### src/rtl/project_pkg.sv
// ---------------------------------------------------------------------------
// project_pkg
// Shared definitions for the PPM-over-UART streaming path:
//   - tx_state_type   : FSM state encoding of sram_ppm_uart_tx (S_IDLE = 0)
//   - RGB_BASE_ADDR   : SRAM word address of the first decoded RGB word
//   - RGB_WORD_COUNT  : number of 16-bit RGB words in a 320x240 image
//   - PPM_HEADER      : the 15-byte binary PPM header "P6\n320 240\n255\n"
//   - ppm_header_byte : range-safe lookup into PPM_HEADER
// ---------------------------------------------------------------------------
package project_pkg;

    typedef enum logic [2:0] {
        S_IDLE    = 3'd0,
        S_HEADER  = 3'd1,
        S_REQ     = 3'd2,
        S_WAIT1   = 3'd3,
        S_WAIT2   = 3'd4,
        S_SEND_HI = 3'd5,
        S_SEND_LO = 3'd6,
        S_DONE    = 3'd7
    } tx_state_type;

    localparam logic [17:0] RGB_BASE_ADDR  = 18'd146944;
    localparam int          RGB_WORD_COUNT = 115200;

    localparam int PPM_HEADER_LEN = 15;

    localparam logic [7:0] PPM_HEADER [PPM_HEADER_LEN] = '{
        8'h50, 8'h36, 8'h0A,                             // "P6\n"
        8'h33, 8'h32, 8'h30, 8'h20, 8'h32, 8'h34, 8'h30, // "320 240"
        8'h0A,                                           // "\n"
        8'h32, 8'h35, 8'h35, 8'h0A                       // "255\n"
    };

    // Index one past the end returns 0 so the caller can probe the
    // terminal index without reading outside the array.
    function automatic logic [7:0] ppm_header_byte(input logic [3:0] idx);
        logic [7:0] b;
        b = 8'h00;
        if (idx < 4'(PPM_HEADER_LEN)) begin
            b = PPM_HEADER[idx];
        end
        return b;
    endfunction

endpackage

### src/rtl/uart_tx_byte.sv
// ---------------------------------------------------------------------------
// uart_tx_byte
// 8N1 UART transmitter for a single byte: start bit (0), 8 data bits LSB
// first, stop bit (1), each bit CLKS_PER_BIT cycles long.
//
// Ports
//   Clock       in   system clock
//   Reset       in   synchronous, active-high; line returns high next edge
//   Load        in   request to send Data; accepted only while Ready = 1
//   Data[7:0]   in   byte to send
//   Tx          out  serial line, idle high
//   Ready       out  high when idle and during the final cycle of the stop
//                    bit, so a Load then gives back-to-back frames
// ---------------------------------------------------------------------------
module uart_tx_byte #(
    parameter int CLKS_PER_BIT = 434
) (
    input  logic       Clock,
    input  logic       Reset,
    input  logic       Load,
    input  logic [7:0] Data,
    output logic       Tx,
    output logic       Ready
);

    localparam int CW = (CLKS_PER_BIT > 1) ? $clog2(CLKS_PER_BIT) : 1;
    localparam logic [CW-1:0] BAUD_LAST = CW'(CLKS_PER_BIT - 1);

    logic          busy_q,  busy_d;
    logic [CW-1:0] baud_q,  baud_d;
    logic [3:0]    bit_q,   bit_d;    // 0 = start, 1..8 = data, 9 = stop
    logic [9:0]    frame_q, frame_d;  // bit 0 is the bit currently on the line
    logic          last_cycle;

    assign last_cycle = busy_q && (bit_q == 4'd9) && (baud_q == BAUD_LAST);
    assign Ready      = !busy_q || last_cycle;
    assign Tx         = busy_q ? frame_q[0] : 1'b1;

    always_comb begin
        busy_d  = busy_q;
        baud_d  = baud_q;
        bit_d   = bit_q;
        frame_d = frame_q;
        if (Load && Ready) begin
            busy_d  = 1'b1;
            baud_d  = '0;
            bit_d   = 4'd0;
            frame_d = {1'b1, Data, 1'b0};
        end else if (busy_q) begin
            if (baud_q == BAUD_LAST) begin
                baud_d = '0;
                if (bit_q == 4'd9) begin
                    busy_d = 1'b0;
                end else begin
                    bit_d   = bit_q + 4'd1;
                    frame_d = {1'b1, frame_q[9:1]};
                end
            end else begin
                baud_d = baud_q + CW'(1);
            end
        end
    end

    always_ff @(posedge Clock) begin
        if (Reset) begin
            busy_q  <= 1'b0;
            baud_q  <= '0;
            bit_q   <= 4'd0;
            frame_q <= '1;
        end else begin
            busy_q  <= busy_d;
            baud_q  <= baud_d;
            bit_q   <= bit_d;
            frame_q <= frame_d;
        end
    end

endmodule

### src/rtl/sram_ppm_uart_tx.sv
// ---------------------------------------------------------------------------
// sram_ppm_uart_tx
// Streams the decoded RGB image out of SRAM as a binary PPM file over the
// UART: the 15-byte header, then for each word at BASE_ADDR+k the high byte
// followed by the low byte. The SRAM read has a two-cycle latency, which
// appears on the line as 3 idle-high cycles before every word's high byte.
//
// Ports
//   Clock               in   50 MHz system clock
//   Reset               in   synchronous, active-high
//   Start               in   single-cycle launch; ignored unless idle
//   Busy                out  high from the cycle after Start until Done
//   Done                out  one-cycle pulse after the last stop bit
//   SRAM_address[17:0]  out  BASE_ADDR + k, modulo 2^18
//   SRAM_we_n           out  constant 1 (read only)
//   SRAM_read_data[15:0] in  read data, valid 2 cycles after the address
//   UART_TX_O           out  serial line, idle high
// ---------------------------------------------------------------------------
module sram_ppm_uart_tx
    import project_pkg::*;
#(
    parameter logic [17:0] BASE_ADDR    = RGB_BASE_ADDR,
    parameter int          WORD_COUNT   = RGB_WORD_COUNT,
    parameter int          CLKS_PER_BIT = 434
) (
    input  logic        Clock,
    input  logic        Reset,
    input  logic        Start,
    output logic        Busy,
    output logic        Done,
    output logic [17:0] SRAM_address,
    output logic        SRAM_we_n,
    input  logic [15:0] SRAM_read_data,
    output logic        UART_TX_O
);

    localparam logic [16:0] LAST_K   = 17'(WORD_COUNT - 1);
    localparam logic [3:0]  HDR_STOP = 4'(PPM_HEADER_LEN);

    tx_state_type state_q,   state_d;
    logic [16:0]  k_q,       k_d;
    logic [3:0]   hdr_idx_q, hdr_idx_d;  // next header byte to load
    logic [7:0]   lo_byte_q, lo_byte_d;

    logic         tx_load;
    logic [7:0]   tx_data;
    logic         tx_ready;

    uart_tx_byte #(
        .CLKS_PER_BIT(CLKS_PER_BIT)
    ) u_uart_tx_byte (
        .Clock(Clock),
        .Reset(Reset),
        .Load (tx_load),
        .Data (tx_data),
        .Tx   (UART_TX_O),
        .Ready(tx_ready)
    );

    // The address is a pure function of k; k only changes on the way into
    // S_REQ, so it is stable for the whole read.
    assign SRAM_address = BASE_ADDR + 18'(k_q);
    assign SRAM_we_n    = 1'b1;
    assign Busy         = (state_q != S_IDLE) && (state_q != S_DONE);
    assign Done         = (state_q == S_DONE);

    // NOTE: every signal written here gets a default first, so no path
    // through the case leaves one unassigned and no latch is inferred.
    always_comb begin
        state_d   = state_q;
        k_d       = k_q;
        hdr_idx_d = hdr_idx_q;
        lo_byte_d = lo_byte_q;
        tx_load   = 1'b0;
        tx_data   = 8'h00;

        case (state_q)
            S_IDLE: begin
                // Loading byte 0 here puts its start bit on the line in
                // the very first Busy cycle.
                if (Start) begin
                    tx_load   = 1'b1;
                    tx_data   = ppm_header_byte(4'd0);
                    hdr_idx_d = 4'd1;
                    k_d       = '0;
                    state_d   = S_HEADER;
                end
            end

            S_HEADER: begin
                if (tx_ready) begin
                    if (hdr_idx_q == HDR_STOP) begin
                        state_d = S_REQ;
                    end else begin
                        tx_load   = 1'b1;
                        tx_data   = ppm_header_byte(hdr_idx_q);
                        hdr_idx_d = hdr_idx_q + 4'd1;
                    end
                end
            end

            S_REQ:   state_d = S_WAIT1;
            S_WAIT1: state_d = S_WAIT2;

            S_WAIT2: begin
                // Read data is valid now; the high byte goes straight to the
                // transmitter so only 3 idle cycles separate frames, and the
                // low byte is kept for later.
                tx_load   = 1'b1;
                tx_data   = SRAM_read_data[15:8];
                lo_byte_d = SRAM_read_data[7:0];
                state_d   = S_SEND_HI;
            end

            S_SEND_HI: begin
                if (tx_ready) begin
                    tx_load = 1'b1;
                    tx_data = lo_byte_q;
                    state_d = S_SEND_LO;
                end
            end

            S_SEND_LO: begin
                if (tx_ready) begin
                    if (k_q == LAST_K) begin
                        state_d = S_DONE;
                    end else begin
                        k_d     = k_q + 17'd1;
                        state_d = S_REQ;
                    end
                end
            end

            S_DONE: begin
                k_d       = '0;
                hdr_idx_d = 4'd0;
                state_d   = S_IDLE;
            end

            default: state_d = S_IDLE;
        endcase
    end

    // NOTE: next-state values are computed with blocking '=' above; the
    // registers below take them with non-blocking '<=' only.
    always_ff @(posedge Clock) begin
        if (Reset) begin
            state_q   <= S_IDLE;
            k_q       <= '0;
            hdr_idx_q <= 4'd0;
            lo_byte_q <= 8'h00;
        end else begin
            state_q   <= state_d;
            k_q       <= k_d;
            hdr_idx_q <= hdr_idx_d;
            lo_byte_q <= lo_byte_d;
        end
    end

endmodule

### config.mk
export PLATFORM = sky130hd
export DESIGN_NAME = sram_ppm_uart_tx
export DESIGN_NICKNAME = d
export VERILOG_FILES = /design/src/rtl/project_pkg.sv /design/src/rtl/uart_tx_byte.sv /design/src/rtl/sram_ppm_uart_tx.sv
export SDC_FILE = /design/constraint.sdc
export NUM_CORES = 1
export LEC_CHECK = 0
export BUFFER_PORTS_ARGS = -buffer_cell sky130_fd_sc_hd__buf_4
export CORE_UTILIZATION = 50
export CTS_CLUSTER_DIAMETER = 50
export CTS_CLUSTER_SIZE = 24
export DETAILED_ROUTE_END_ITERATION = 10
export GPL_ROUTABILITY_DRIVEN = 0
export PLACE_DENSITY = 0.79
export SYNTH_ARGS = -nofsm -noshare
export SYNTH_HDL_FRONTEND = slang
export SYNTH_HIERARCHICAL = 1
export SYNTH_SLANG_ARGS = --single-unit
### constraint.sdc
create_clock -name Clock -period 2.3 [get_ports Clock]
set_input_delay 0.23 -clock Clock [delete_from_list [all_inputs] [get_ports Clock]]
set_output_delay 0.23 -clock Clock [all_outputs]
set_load 0.01 [all_outputs]
==> qor_table.md, run 1 <==
| Quantity | This run |
|---|---|
| Outcome | finished with violations |
| Violations in the final reports | design-rule violations |
| Final ANT Viol Nets | 0 |
| Clock buffers created by TritonCTS | 5 |
| Power density relative to cell area | 468.9 nW/um^2 |
| Portion of synthesized cell area occupied by the leading cell type | 32.80% |
| Count of cell types in the netlist | 62 |
| R2r startpoint | u_uart_tx_byte/baud_q[6] |
| Number of setup violations in the final report | 0 |
| Ratio of cells with drive above 1 in the final layout | 19.65% |
| Final Instance Count excl. Fillers | 530 |
| Fillcell total | 566 |
| Critical R2R Capture | k_q[10] |
| Area growth from synthesis to layout | 15.13% |
| Number of maximum-capacitance constraint violations | 0 |
| Clock buffer depth | 2 |
| Overall routing resource usage | 22.50% |
| Slew at the pin with the worst max-slew slack | 0.5680 ns |
| Share of flip-flops with an asynchronous set or reset | 0% |
| Post-route design area | 3865 sq um |
| Count of unresolved DRC violations after routing | 3 |
| Final-report hold violation count | 0 |
| Root Driver | clkbuf_8 |
| Global-route wire length before repair | 12.99 mm |
| Placed cells | 522 |
| R2R setup slack | 0.15 ns |
| Net count reported at finish | 485 |
| Cell-by-cell trace of the critical path | nor4b_4 > a41o_4 > nor2_1 > o21a_4 > a21o_4 > or3_1 > a211oi_2 |
| Synth Net Count | 448 |
| Predominant post-synthesis flop cell | dfxtp_1 |
| Detailed-route vias per instance | 5.938 |
| Core footprint | 6422 sq um |
| CTS sink count | 55 |
| Area of all sequential standard cells | 1101 sq um |
| Clock transition at the registers of the reported paths | 0.11 ns |
| Worst slew slack as a fraction of its limit | 62.11% |
| Hold/Removal Path Class | in2reg |
| Largest stage delay on the critical path | 0.38 ns |
| Slowest library cell on the worst path | dfxtp_1 |
| Clock tree from TritonCTS | built |
| Number of primary I/O pins | 41 |
| Clock latency of the later-clocked register in the worst-skew pair | 0.32 ns |
| Setup Total Neg Slack | 0 ns |
| Die Height | 83.94 microns |
| Period utilization | 93.38% |
| Quantity of I/O buffers inserted on ports | 39 |
| Worst hold path cell count | 3 |
| Horizontal extent of the die | 83.94 microns |
| Endpoint of the worst hold path | lo_byte_q[2] |
| Overall overflow remaining after global route | 0 |
| Number of max-slew violations in the final report | 0 |
| Largest voltage drop on the vdd net | 0.2611 mV |
| Reported leakage power | 0.001476 uW |
| Max Fanout on Critical Path | 10 |
| Initial antenna violation count | 0 |
| Biggest area consumer among synthesized cells | dfxtp_1 |
| Initial core utilization | 52.27% |
| Classification of the worst setup path | reg2reg |
| Leading cell type in the layout, fill and taps excluded | buf_4 |
| Via count of the first global-routing pass | 2840 |
| Number of enable flip-flop cells after synthesis | 0 |
| Fraction of the yosys area taken by sequential cells | 32.80% |
| Required time worst endpoint | 2.55 ns |
| Kind of end point of the critical path | register |
| Worst Skew | 0.009911 ns |
| WL per Instance | 14.51 microns |
| Data arrival, critical path | 2.39 ns |
| Depth of the worst register-to-register path | 7 |
| DRT Wirelength | 7.689 mm |
| Start point of the worst hold path | SRAM_read_data[2] |
| Yosys Warn Count | 6 |
| Flop and latch count out of synthesis | 55 |
| Area of the multi-input gates | 2059 sq um |
| Leading cell types in the layout, fill and taps excluded | 60 x buf_4, 55 x dfxtp_1, 49 x nand2_1, 38 x a21oi_1, 27 x nor2_1 |
| Period minus WS final | 2.148 ns |
| DIE AREA | 7046 sq um |
| Number of violations reported at the end of detailed-routing iteration 0 | 238 |
| Number of rows created at floorplan | 29 |
| Via count | 3147 |
| H-tree Lvls | 2 |
| Nature of the critical path startpoint | register |
| Drt first pass iters | 8 |
| Fmax achieved | 465.6 MHz |
| Cell area after technology mapping | 3357 sq um |
| Avg Cell Area, Syn | 8.089 sq um |
| Number of antenna cells inserted | 0 |
| Area after detailed placement | 3756 sq um |
| RSZ-0062 raised after global routing | no |
| Pin count of the biggest net entering global routing | 44 |
| Ranking of synthesized cells by area | dfxtp_1 33%, a21oi_1 5.7%, nand2_1 5.5% |
| Synthesized netlist cell count | 415 |
| Estimated wirelength of the detail-placed design | 5.576 mm |
| Number of buffers inserted by post-CTS setup repair | 0 |
==> metrics by stage <==
step | worst slack [ns] | total power, uW | hold slack (ns) | utilization, %
2_1_floorplan | 0.01120 | 1175 | 0.2991 | -
3_3_place_gp | 0.1227 | 1249 | 0.4448 | 58.48
3_5_place_dp | 0.07461 | 1256 | 0.4508 | 58.48
4_1_cts | 0.04881 | 1817 | 0.1412 | 60.00
5_1_grt | 0.005775 | 1890 | 0.1439 | 60.18
6_report | 0.1523 | 1812 | 0.1422 | 60.18
==> report_power, final <==
group          switching (uW)  internal (uW)  total [uW]
clock                     348            227         575
sequential               16.4            980         996
combinational             129            112         242
==> layer usage <==
layer  share of wire (%)  global-route usage, %  vias up
met2                  46                  36.14       77
met3                 4.0                  4.253       16
met5                   0                      0        -
met1                  49                  30.62     1492
li1                    -                      -     1562
met4                 1.5                  6.583        0
==> cell usage after synthesis (4+ instances only) <==
library cell / number
a211oi_1: 4
a21oi_1: 38
a22oi_1: 7
a2bb2oi_1: 9
a31oi_1: 4
and2_1: 4
and3_1: 4
buf_4: 11
clkbuf_1: 15
dfxtp_1: 55
ha_1: 14
inv_1: 16
mux2i_1: 10
nand2_1: 49
nand2b_1: 5
nand3_1: 18
nand3b_1: 4
nand4_1: 10
nor2_1: 27
nor2b_1: 4
nor3_1: 12
o21ai_0: 19
or3_1: 10
or4_1: 5
xnor2_1: 6
xor2_1: 7
==> sequential cells by signal (all words and copies together) (netlist names) <==
register and count:
hdr_idx_q 4, k_q 17, lo_byte_q 8, state_q 3, u_uart_tx_byte/baud_q 9, u_uart_tx_byte/bit_q 4
u_uart_tx_byte/busy_q 1, u_uart_tx_byte/frame_q 9
==> cell type report <==
class                           count  area share, %
Multi-Input combinational cell    314          53.29
Sequential cell                    55          28.49
Timing Repair Buffer               60          11.65
Tap cell                           77          2.493
Clock buffer                        5          1.781
Inverter                           16          1.554
Clock inverter                      3         0.7446
==> worst max-delay path by stage <==
stage | endpoint | depth (start not counted) | slack, ns | startpoint
5_1_grt | k_q[2] | 8 | 0.006 | u_uart_tx_byte/baud_q[3]
4_1_cts | k_q[10] | 7 | 0.05 | u_uart_tx_byte/baud_q[3]
6_report | k_q[10] | 7 | 0.15 | u_uart_tx_byte/baud_q[6]
2_1_floorplan | k_q[10] | 8 | 0.01 | u_uart_tx_byte/baud_q[6]
3_3_place_gp | k_q[10] | 9 | 0.12 | u_uart_tx_byte/baud_q[1]
3_5_place_dp | k_q[10] | 7 | 0.07 | u_uart_tx_byte/baud_q[6]
==> kinds of logic (layout without fill, tap and decap cells) <==
| logic type | after synthesis | after routing | share of synthesized area [%] |
|---|---|---|---|
| mux | 13 | 13 | 3.988 |
| xor+xnor | 13 | 13 | 3.392 |
| compound gates | 104 | 104 | 20.72 |
| simple gates | 169 | 169 | 27.06 |
| fa+ha+maj | 14 | 14 | 5.218 |
| buf+inv | 46 | 84 | 6.709 |
| flops | 55 | 55 | 32.80 |
| other cells | 1 | 1 | 0.1117 |
==> worst max-delay path, delay by kind of cell, from the launching register on <==
kind	cells	cell delay [ns]
simple gates	3	0.74
flops	1	0.38
compound gates	4	0.96
==> what timing repair did <==
| action | 4_1_cts | 5_1_grt |
|---|---|---|
| endpoints found under the setup margin | 0 | 24 |
| gates resized for setup | 0 | 2 |
| hold buffers | 0 | 0 |
Power figures use the tool's default switching activity.
==> inputs of run 2 (changes only) <==
--- a/config.mk
+++ b/config.mk
@@ -14,5 +14,4 @@
 export PLACE_DENSITY = 0.79
 export SYNTH_ARGS = -nofsm -noshare
 export SYNTH_HDL_FRONTEND = slang
-export SYNTH_HIERARCHICAL = 1
 export SYNTH_SLANG_ARGS = --single-unit
==> constraint.sdc (replaced) <==
create_clock -name Clock -period 2.3 [get_ports Clock]
set_input_delay 0.23 -clock Clock [delete_from_list [all_inputs] [get_ports Clock]]
set_output_delay 0.23 -clock Clock [all_outputs]
set_load 0.1 [all_outputs]
==> run 2 against run 1 <==
Sequential power rose by 6%. The flow now finishes without violations. Critical endpoint is now SRAM_address[16]. Area after synthesis fell by 5.0%. Global-route usage increased by 1.0 points. Clock-buffer cell count up 1. Via count decreased by 6.7%.
==> qor_table.md, run 2 <==
| Quantity | This run | Change |
|---|---|---|
| Outcome | complete, no violations |  |
| CTS sink count | 55 | unchanged |
| DIE AREA | 6699 sq um | -4.9% |
| Final Instance Count excl. Fillers | 510 | -3.8% |
| Number of antenna cells inserted | 0 | unchanged |
| Portion of synthesized cell area occupied by the leading cell type | 34.54% | +1.7 points |
| Placed cells | 504 | -3.4% |
| Core footprint | 6026 sq um | -6.2% |
| Leading cell type in the layout, fill and taps excluded | buf_4 |  |
| Flop and latch count out of synthesis | 55 | unchanged |
| Nature of the critical path startpoint | register |  |
| Most flops, register | k_q |  |
| Number of maximum-capacitance constraint violations | 0 | unchanged |
| Data arrival, critical path | 1.97 ns | -0.42 ns |
| Predominant post-synthesis flop cell | dfxtp_1 |  |
| Period utilization | 95.70% | +2.3 points |
| Initial core utilization | 52.91% | +0.64 points |
| P_sw | 680.0 uW | +38% |
| Fmax achieved | 454.3 MHz | -2.4% |
| Classification of the worst setup path | reg2out |  |
| Synth Net Count | 427 | -4.7% |
| Max reg flops | 17 | unchanged |
| Via count | 2937 | -6.7% |
| Highest layer used for signal routing | met4 |  |
| Top cell types by occurrence after synthesis | 55 x dfxtp_1, 49 x nand2_1, 38 x nor2_1 |  |
| Leading cell types in the layout, fill and taps excluded | 65 x buf_4, 54 x dfxtp_1, 48 x nand2_1, 36 x nor2_1, 29 x a21oi_1 |  |
| Endpoint of the worst hold path | lo_byte_q[1] |  |
| Number of rows created at floorplan | 28 | -3.4% |
| Clock tree from TritonCTS | built |  |
| Global-route wire length before repair | 12.43 mm | -4.3% |
| Quantity of I/O buffers inserted on ports | 39 | unchanged |
| Routed length on met2 | 3.393 mm | -3.9% |
| Yosys Warn Count | 0 | -6 |
| Largest voltage drop on the vdd net | 0.4223 mV | +62% |
| Detailed-route vias per instance | 5.759 | -3.0% |
| Root Driver | clkbuf_8 |  |
| Overall overflow remaining after global route | 0 | unchanged |
| Clock buffers created by TritonCTS | 5 | unchanged |
| Number of enable flip-flop cells after synthesis | 0 | unchanged |
| Net count reported at finish | 469 | -3.3% |
| Cell area after technology mapping | 3188 sq um | -5.0% |
| Largest registers | k_q (17), u_uart_tx_byte.baud_q (9), u_uart_tx_byte.frame_q (9) |  |
| RSZ-0062 raised after global routing | no |  |
| Number of primary I/O pins | 41 | unchanged |
| Final ANT Viol Nets | 0 | unchanged |
| Count of unresolved DRC violations after routing | 0 | -3 |
| Depth of the worst register-to-register path | 5 | -2 |
| Avg Cell Area, Syn | 8.092 sq um | about the same |
| Kind of end point of the critical path | primary output |  |
| Register share of total power | 50.5% | -4.5 points |
| Clock buffer depth | 2 | unchanged |
| Worst Skew | 0.01050 ns | +0.0005936 ns |
| Max Fanout on Critical Path | 5 | -5 |
| Biggest area consumer among synthesized cells | dfxtp_1 |  |
| Ratio of cells with drive above 1 in the final layout | 20.69% | +1.0 points |
| Final-report hold violation count | 0 | unchanged |
| Worst setup startpoint | k_q[9] |  |
| Worst hold path cell count | 3 | unchanged |
| Routed met3 length | 241 microns | -22% |
| Post-route worst hold slack | 0.1556 ns | +0.01339 ns |
| R2R setup slack | 0.11 ns | -0.04 ns |
| Fraction of the yosys area taken by sequential cells | 34.54% | +1.7 points |
| Overall routing resource usage | 23.51% | +1.0 points |
| Count of cell types in the netlist | 56 | -9.7% |
| DRT Wirelength | 7.077 mm | -8.0% |
| Pin count of the biggest net entering global routing | 21 | -52% |
| Required time worst endpoint | 2.07 ns | -0.48 ns |
| R2r startpoint | u_uart_tx_byte.baud_q[3] |  |
| Share of flip-flops with an asynchronous set or reset | 0% | unchanged |
| Clock latency of the later-clocked register in the worst-skew pair | 0.31 ns | about the same |
| Sum of internal, switching and leakage power | 2101 uW | +16% |
| Number of violations reported at the end of detailed-routing iteration 0 | 134 | -44% |
| Cell-internal power | 1421 uW | +7.7% |
| Hold/Removal Path Class | in2reg |  |
| Die Height | 81.85 microns | -2.5% |
| Ranking of synthesized cells by area | dfxtp_1 35%, nand2_1 5.8%, ha_1 5.5% |  |
| Area growth from synthesis to layout | 17.74% |  |
| Reported leakage power | 0.001426 uW | -3.4% |
| Dominant cell by count in the synthesized netlist | dfxtp_1 |  |
| Number of max-slew violations in the final report | 0 | unchanged |
| Share of power burned in the clock network | 24.3% | -7.4 points |
| Power density relative to cell area | 559.7 nW/um^2 | +19% |
| WL per Instance | 13.88 microns | -4.3% |
| Clock transition at the registers of the reported paths | 0.10 ns | about the same |
| Number of buffers inserted by post-CTS setup repair | 0 | unchanged |
| Worst slew slack as a fraction of its limit | 64.99% | +2.9 points |
| Number of setup violations in the final report | 0 | unchanged |
| Critical R2R Capture | k_q[6] |  |
| Horizontal extent of the die | 81.85 microns | -2.5% |
| Drt first pass iters | 4 | -4 |
| Initial antenna violation count | 0 | unchanged |
| Metal-1 WL | 3.364 mm | -10% |
| Via count of the first global-routing pass | 2799 | -1.4% |
| Period minus WS final | 2.201 ns | +0.05348 ns |
| Synthesized netlist cell count | 394 | -5.1% |
| Slew at the pin with the worst max-slew slack | 0.5237 ns | -0.04437 ns |
| Combinational fraction of design power | 25.2% | +12 points |
| Fillcell total | 548 | -3.2% |
| Sw Share | 32.37% | +5.1 points |
| H-tree Lvls | 2 | unchanged |
| Start point of the worst hold path | SRAM_read_data[1] |  |
| Estimated wirelength of the detail-placed design | 5.197 mm | -6.8% |
-- run 2: cell count changes after synthesis, moves of 4 or more --
cell	previous run	this run
nand2b_1	5	1
o31ai_1	1	10
o21ai_0	19	8
buf_2	3	7
or3_1	10	3
a32oi_1	0	5
nor3_1	12	5
a2bb2oi_1	9	0
nand3_1	18	13
nor2_1	27	38
a22oi_1	7	3
a21oi_1	38	29
a221oi_1	0	5
-- run 2: power groups by stage --
stage	Sequential, uW	Combinational (uW)	Clock (uW)
after global placement	1080	514	0
after CTS	1060	526	517
after global routing	1070	585	547
after floorplan	1070	367	0
after detailed placement	1080	525	0
final	1060	529	510
-- run 2: cell families (layout without fill, tap and decap cells) --
family	after synthesis	in the layout	synth area share, %
AND/OR/NAND/NOR	160	160	25.98
AO/OA/AOI/OAI	88	88	18.29
flip-flops	55	55	34.54
buffers and inverters	46	87	6.868
XOR/XNOR	19	19	5.220
adder cells (fa/ha/maj)	14	14	5.495
multiplexers	11	11	3.493
other	1	1	0.1176
-- run 2: worst max path at each step --
stage / endpoint / cells past startpoint / slack, ns
5_1_grt: k_q[6] / 5 / 0.002
6_report: SRAM_address[16] / 4 / 0.1
3_5_place_dp: k_q[6] / 5 / 0.05
3_3_place_gp: k_q[8] / 5 / 0.11
4_1_cts: SRAM_address[16] / 4 / 0.005
2_1_floorplan: SRAM_address[15] / 6 / -0.28
-- run 2: timing repair --
| item | in CTS | in global routing |
|---|---|---|
| setup endpoints to repair | 1 | 3 |
| gates cloned | 0 | 0 |
| resized for setup | 1 | 2 |
| hold buffers | 0 | 0 |
-- run 2: metal layers --
layer  vias up  global-route usage, %
li1       1480                      -
met1      1388                  30.95
met2        61                  40.00
met3         8                  3.000
met4         0                  6.491
met5         -                      0
-- run 2: final cells by class --
| class | instances | area, sq um | area share, % |
|---|---|---|---|
| Multi-Input combinational cell | 293 | 1917 | 51.07 |
| Clock buffer | 6 | 72.57 | 1.933 |
| Tap cell | 75 | 93.84 | 2.500 |
| Timing Repair Buffer | 66 | 508.0 | 13.53 |
| Inverter | 15 | 60.06 | 1.600 |
| Sequential cell | 55 | 1102 | 29.37 |
-- run 2: stage by stage --
stage	setup slack, ns	utilization [%]	instance area, sq um	TNS [ns]
global placement	0.1144	60.98	3675	0
finish	0.09880	62.29	3754	0
CTS	0.005165	62.25	3751	0
detailed placement	0.04806	60.98	3675	0
floorplan	-0.2763	-	3236	-0.6503
global route	0.002121	62.29	3754	0
-- run 2: worst max-delay path, cell delays in order, from the launching register on --
cell,delay [ns]
dfxtp_2,0.36
or4_1,0.63
o21ai_1,0.24
xnor2_2,0.13
buf_4,0.30
==> inputs of run 3 (changes only) <==
--- a/config.mk
+++ b/config.mk
@@ -6,12 +6,15 @@
 export NUM_CORES = 1
 export LEC_CHECK = 0
 export BUFFER_PORTS_ARGS = -buffer_cell sky130_fd_sc_hd__buf_4
+export CORE_ASPECT_RATIO = 0.5
 export CORE_UTILIZATION = 50
 export CTS_CLUSTER_DIAMETER = 50
 export CTS_CLUSTER_SIZE = 24
 export DETAILED_ROUTE_END_ITERATION = 10
 export GPL_ROUTABILITY_DRIVEN = 0
+export HOLD_SLACK_MARGIN = 0.06
 export PLACE_DENSITY = 0.79
+export RECOVER_POWER = 25
 export SYNTH_ARGS = -nofsm -noshare
 export SYNTH_HDL_FRONTEND = slang
 export SYNTH_SLANG_ARGS = --single-unit
==> run 3 against run 2 <==
First-iteration DRC count is 44% higher. Clock skew decreased by 0.0023 ns. Routed wire length rose by 4.3%. Design area increased by 3.5%. Largest cell class unchanged. Hold slack improved by 0.028 ns. Global-route usage is 1.3 points lower. Setup slack better by 0.011 ns. Critical path depth stayed put. Combinational power rose by 4.7%. Critical endpoint unchanged. Highest routed layer unchanged. Core utilization increased by 1.3 points. Clock-buffer cell count decreased by 1.
==> qor_table.md, run 3 (synthesized netlist as in run 2, its figures left out) <==
| Quantity | This run | Change |
|---|---|---|
| Number of setup violations in the final report | 0 | unchanged |
| Setup Total Neg Slack | 0 ns | unchanged |
| Register share of total power | 41.2% | -9.3 points |
| Ratio of cells with drive above 1 in the final layout | 19.91% | -0.78 points |
| DIE AREA | 6719 sq um | +0.29% |
| Via count | 2962 | +0.85% |
| Endpoint of the worst hold path | lo_byte_q[5] |  |
| Overall overflow remaining after global route | 0 | unchanged |
| Count of unresolved DRC violations after routing | 0 | unchanged |
| Max reg flops | 17 | unchanged |
| Number of rows created at floorplan | 20 | -29% |
| Depth of the worst register-to-register path | 5 | unchanged |
| Slowest library cell on the worst path | or4_1 |  |
| Hold/Removal Path Class | in2reg |  |
| Slew at the pin with the worst max-slew slack | 1.166 ns | +0.6425 ns |
| Reported leakage power | 0.001463 uW | +2.6% |
| Share of power burned in the clock network | 37.4% | +13 points |
| Horizontal extent of the die | 114.9 microns | +40% |
| Leading cell type in the layout, fill and taps excluded | buf_4 |  |
| Quantity of I/O buffers inserted on ports | 39 | unchanged |
| Clock latency of the later-clocked register in the worst-skew pair | 0.29 ns | -0.02 ns |
| Number of primary I/O pins | 41 | unchanged |
| Fillcell total | 541 | -1.3% |
| Critical R2R Capture | k_q[13] |  |
| Combinational fraction of design power | 21.4% | -3.8 points |
| Fmax achieved | 456.5 MHz | +0.48% |
| Core footprint | 6106 sq um | +1.3% |
| Global-route wire length before repair | 11.99 mm | -3.6% |
| Net count reported at finish | 474 | +1.1% |
| Nature of the critical path startpoint | register |  |
| Number of maximum-capacitance constraint violations | 0 | unchanged |
| Most flops, register | k_q |  |
| Final-report hold violation count | 0 | unchanged |
| Overall routing resource usage | 22.25% | -1.3 points |
| Clock transition at the registers of the reported paths | 0.07 ns | -0.03 ns |
| Area growth from synthesis to layout | 21.82% |  |
| Detailed-route vias per instance | 5.589 | -3.0% |
| Classification of the worst setup path | reg2out |  |
| Cell-by-cell trace of the critical path | or4_1 > o21ai_1 > xnor2_2 > buf_4 |  |
| Post-route design area | 3884 sq um | +3.5% |
| Period minus WS final | 2.191 ns | -0.01056 ns |
| Clock tree from TritonCTS | built |  |
| Number of violations reported at the end of detailed-routing iteration 0 | 193 | +44% |
| Area after detailed placement | 3706 sq um | +0.85% |
| Required time worst endpoint | 2.07 ns | about the same |
| Power density relative to cell area | 666.4 nW/um^2 | +19% |
| Worst-case setup slack after placement | 0.04639 ns | -0.001674 ns |
| Setup ws final | 0.1094 ns | +0.01056 ns |
| R2R setup slack | 0.14 ns | +0.03 ns |
| H-tree Lvls | 2 | unchanged |
| Family of cells with the greatest summed delay on the critical path | simple AND/OR/NAND/NOR gates |  |
| Root Driver | clkbuf_16 |  |
| Start point of the worst hold path | SRAM_read_data[5] |  |
| Share of the core filled with cells in the final layout | 63.61% | +1.3 points |
| Data arrival, critical path | 1.96 ns | about the same |
| CTS sink count | 55 | unchanged |
| WL per Instance | 13.93 microns | +0.37% |
| R2r startpoint | u_uart_tx_byte.baud_q[3] |  |
| Final ANT Viol Nets | 0 | unchanged |
| Die Height | 58.47 microns | -29% |
| Worst hold path cell count | 3 | unchanged |
| Period utilization | 95.25% | -0.46 points |
| Post-route worst hold slack | 0.1838 ns | +0.02822 ns |
| Leading cell types in the layout, fill and taps excluded | 58 x buf_4, 54 x dfxtp_1, 48 x nand2_1, 37 x nor2_1, 29 x a21oi_1 |  |
| Initial antenna violation count | 0 | unchanged |
| Post-CTS Hold Buffers | 0 | unchanged |
| Outcome | complete, no violations |  |
| Largest stage delay on the critical path | 0.64 ns | about the same |
| Initial core utilization | 52.21% | -0.69 points |
| Cell-internal power | 1850 uW | +30% |
| Clock buffers created by TritonCTS | 5 | unchanged |
| P_sw | 738.6 uW | +8.6% |
| Estimated wirelength of the detail-placed design | 5.260 mm | +1.2% |
| Worst path bufs/invs | 1 | unchanged |
| Via count of the first global-routing pass | 2557 | -8.6% |
| Largest voltage drop on the vdd net | 0.4238 mV | +0.35% |
| Number of max-slew violations in the final report | 0 | unchanged |
| Number of antenna cells inserted | 0 | unchanged |
| Sw Share | 28.54% | -3.8 points |
| Pin count of the biggest net entering global routing | 21 | unchanged |
| Drt first pass iters | 5 | +1 |
| DRT Wirelength | 7.382 mm | +4.3% |
| Largest registers | k_q (17), u_uart_tx_byte.baud_q (9), u_uart_tx_byte.frame_q (9) |  |
| Kind of end point of the critical path | primary output |  |
| Worst slew slack as a fraction of its limit | 22.59% | -42 points |
| Max Fanout on Critical Path | 5 | unchanged |
| Worst Skew | 0.008170 ns | -0.002334 ns |
| Clock buffer depth | 2 | unchanged |
run 3: cell types whose count changed in the layout (fill, tap and decap cells not counted), sizes merged:
cell	previous run	this run
clkbuf	6	17
bufinv	0	2
clkinvlp	1	2
buf	66	59
run 3: per-layer routing:
layer | global-route usage, % | vias up | routed length, microns
li1 | - | 1498 | -
met1 | 30.91 | 1373 | 3557
met2 | 37.09 | 85 | 3386
met3 | 3.811 | 6 | 395
met4 | 3.896 | 0 | 42
met5 | 0 | - | 0
run 3: worst max-delay path by stage:
stage	start	end	slack (ns)	depth (start not counted)
floorplan	k_q[9]	SRAM_address[15]	-0.28	6
global placement	u_uart_tx_byte.baud_q[3]	k_q[5]	0.14	5
detailed placement	u_uart_tx_byte.baud_q[3]	u_uart_tx_byte.frame_q[1]	0.05	6
CTS	k_q[9]	SRAM_address[16]	0.009	4
global route	state_q[0]	u_uart_tx_byte.baud_q[6]	-0.003	6
finish	k_q[9]	SRAM_address[16]	0.11	4
run 3: metrics by stage:
stage	std cells	power [uW]
finish	530	2588
global placement	519	1604
detailed placement	519	1614
floorplan	394	1436
CTS	527	2579
global route	530	2698
run 3: layout make-up:
class	instances	area [sq um]	area share (%)
Inverter	15	60.06	1.546
Clock inverter	3	67.56	1.740
Timing Repair Buffer	71	503.0	12.95
Multi-Input combinational cell	293	1916	49.32
Tap cell	88	110.1	2.835
Sequential cell	55	1102	28.38
Clock buffer	5	125.1	3.222
run 3: worst reg2reg max path: stages (launching register included):
cell     delay, ns
dfxtp_1       0.34
or4b_4        0.57
nor4_4        0.32
nor2_2        0.19
or4_1         0.54
a21oi_1       0.15
run 3: timing repair:
action | in CTS | in global routing
buffers inserted | 0 | 3
setup endpoints to repair | 0 | 10
resized for setup | 0 | 3
run 3: power groups by stage:
stage | Sequential (uW) | Combinational, uW | Clock (uW)
after floorplan | 1070 | 367 | 0
after global placement | 1080 | 520 | 0
after detailed placement | 1090 | 528 | 0
after CTS | 1060 | 535 | 979
after global routing | 1070 | 603 | 1020
final | 1070 | 554 | 968
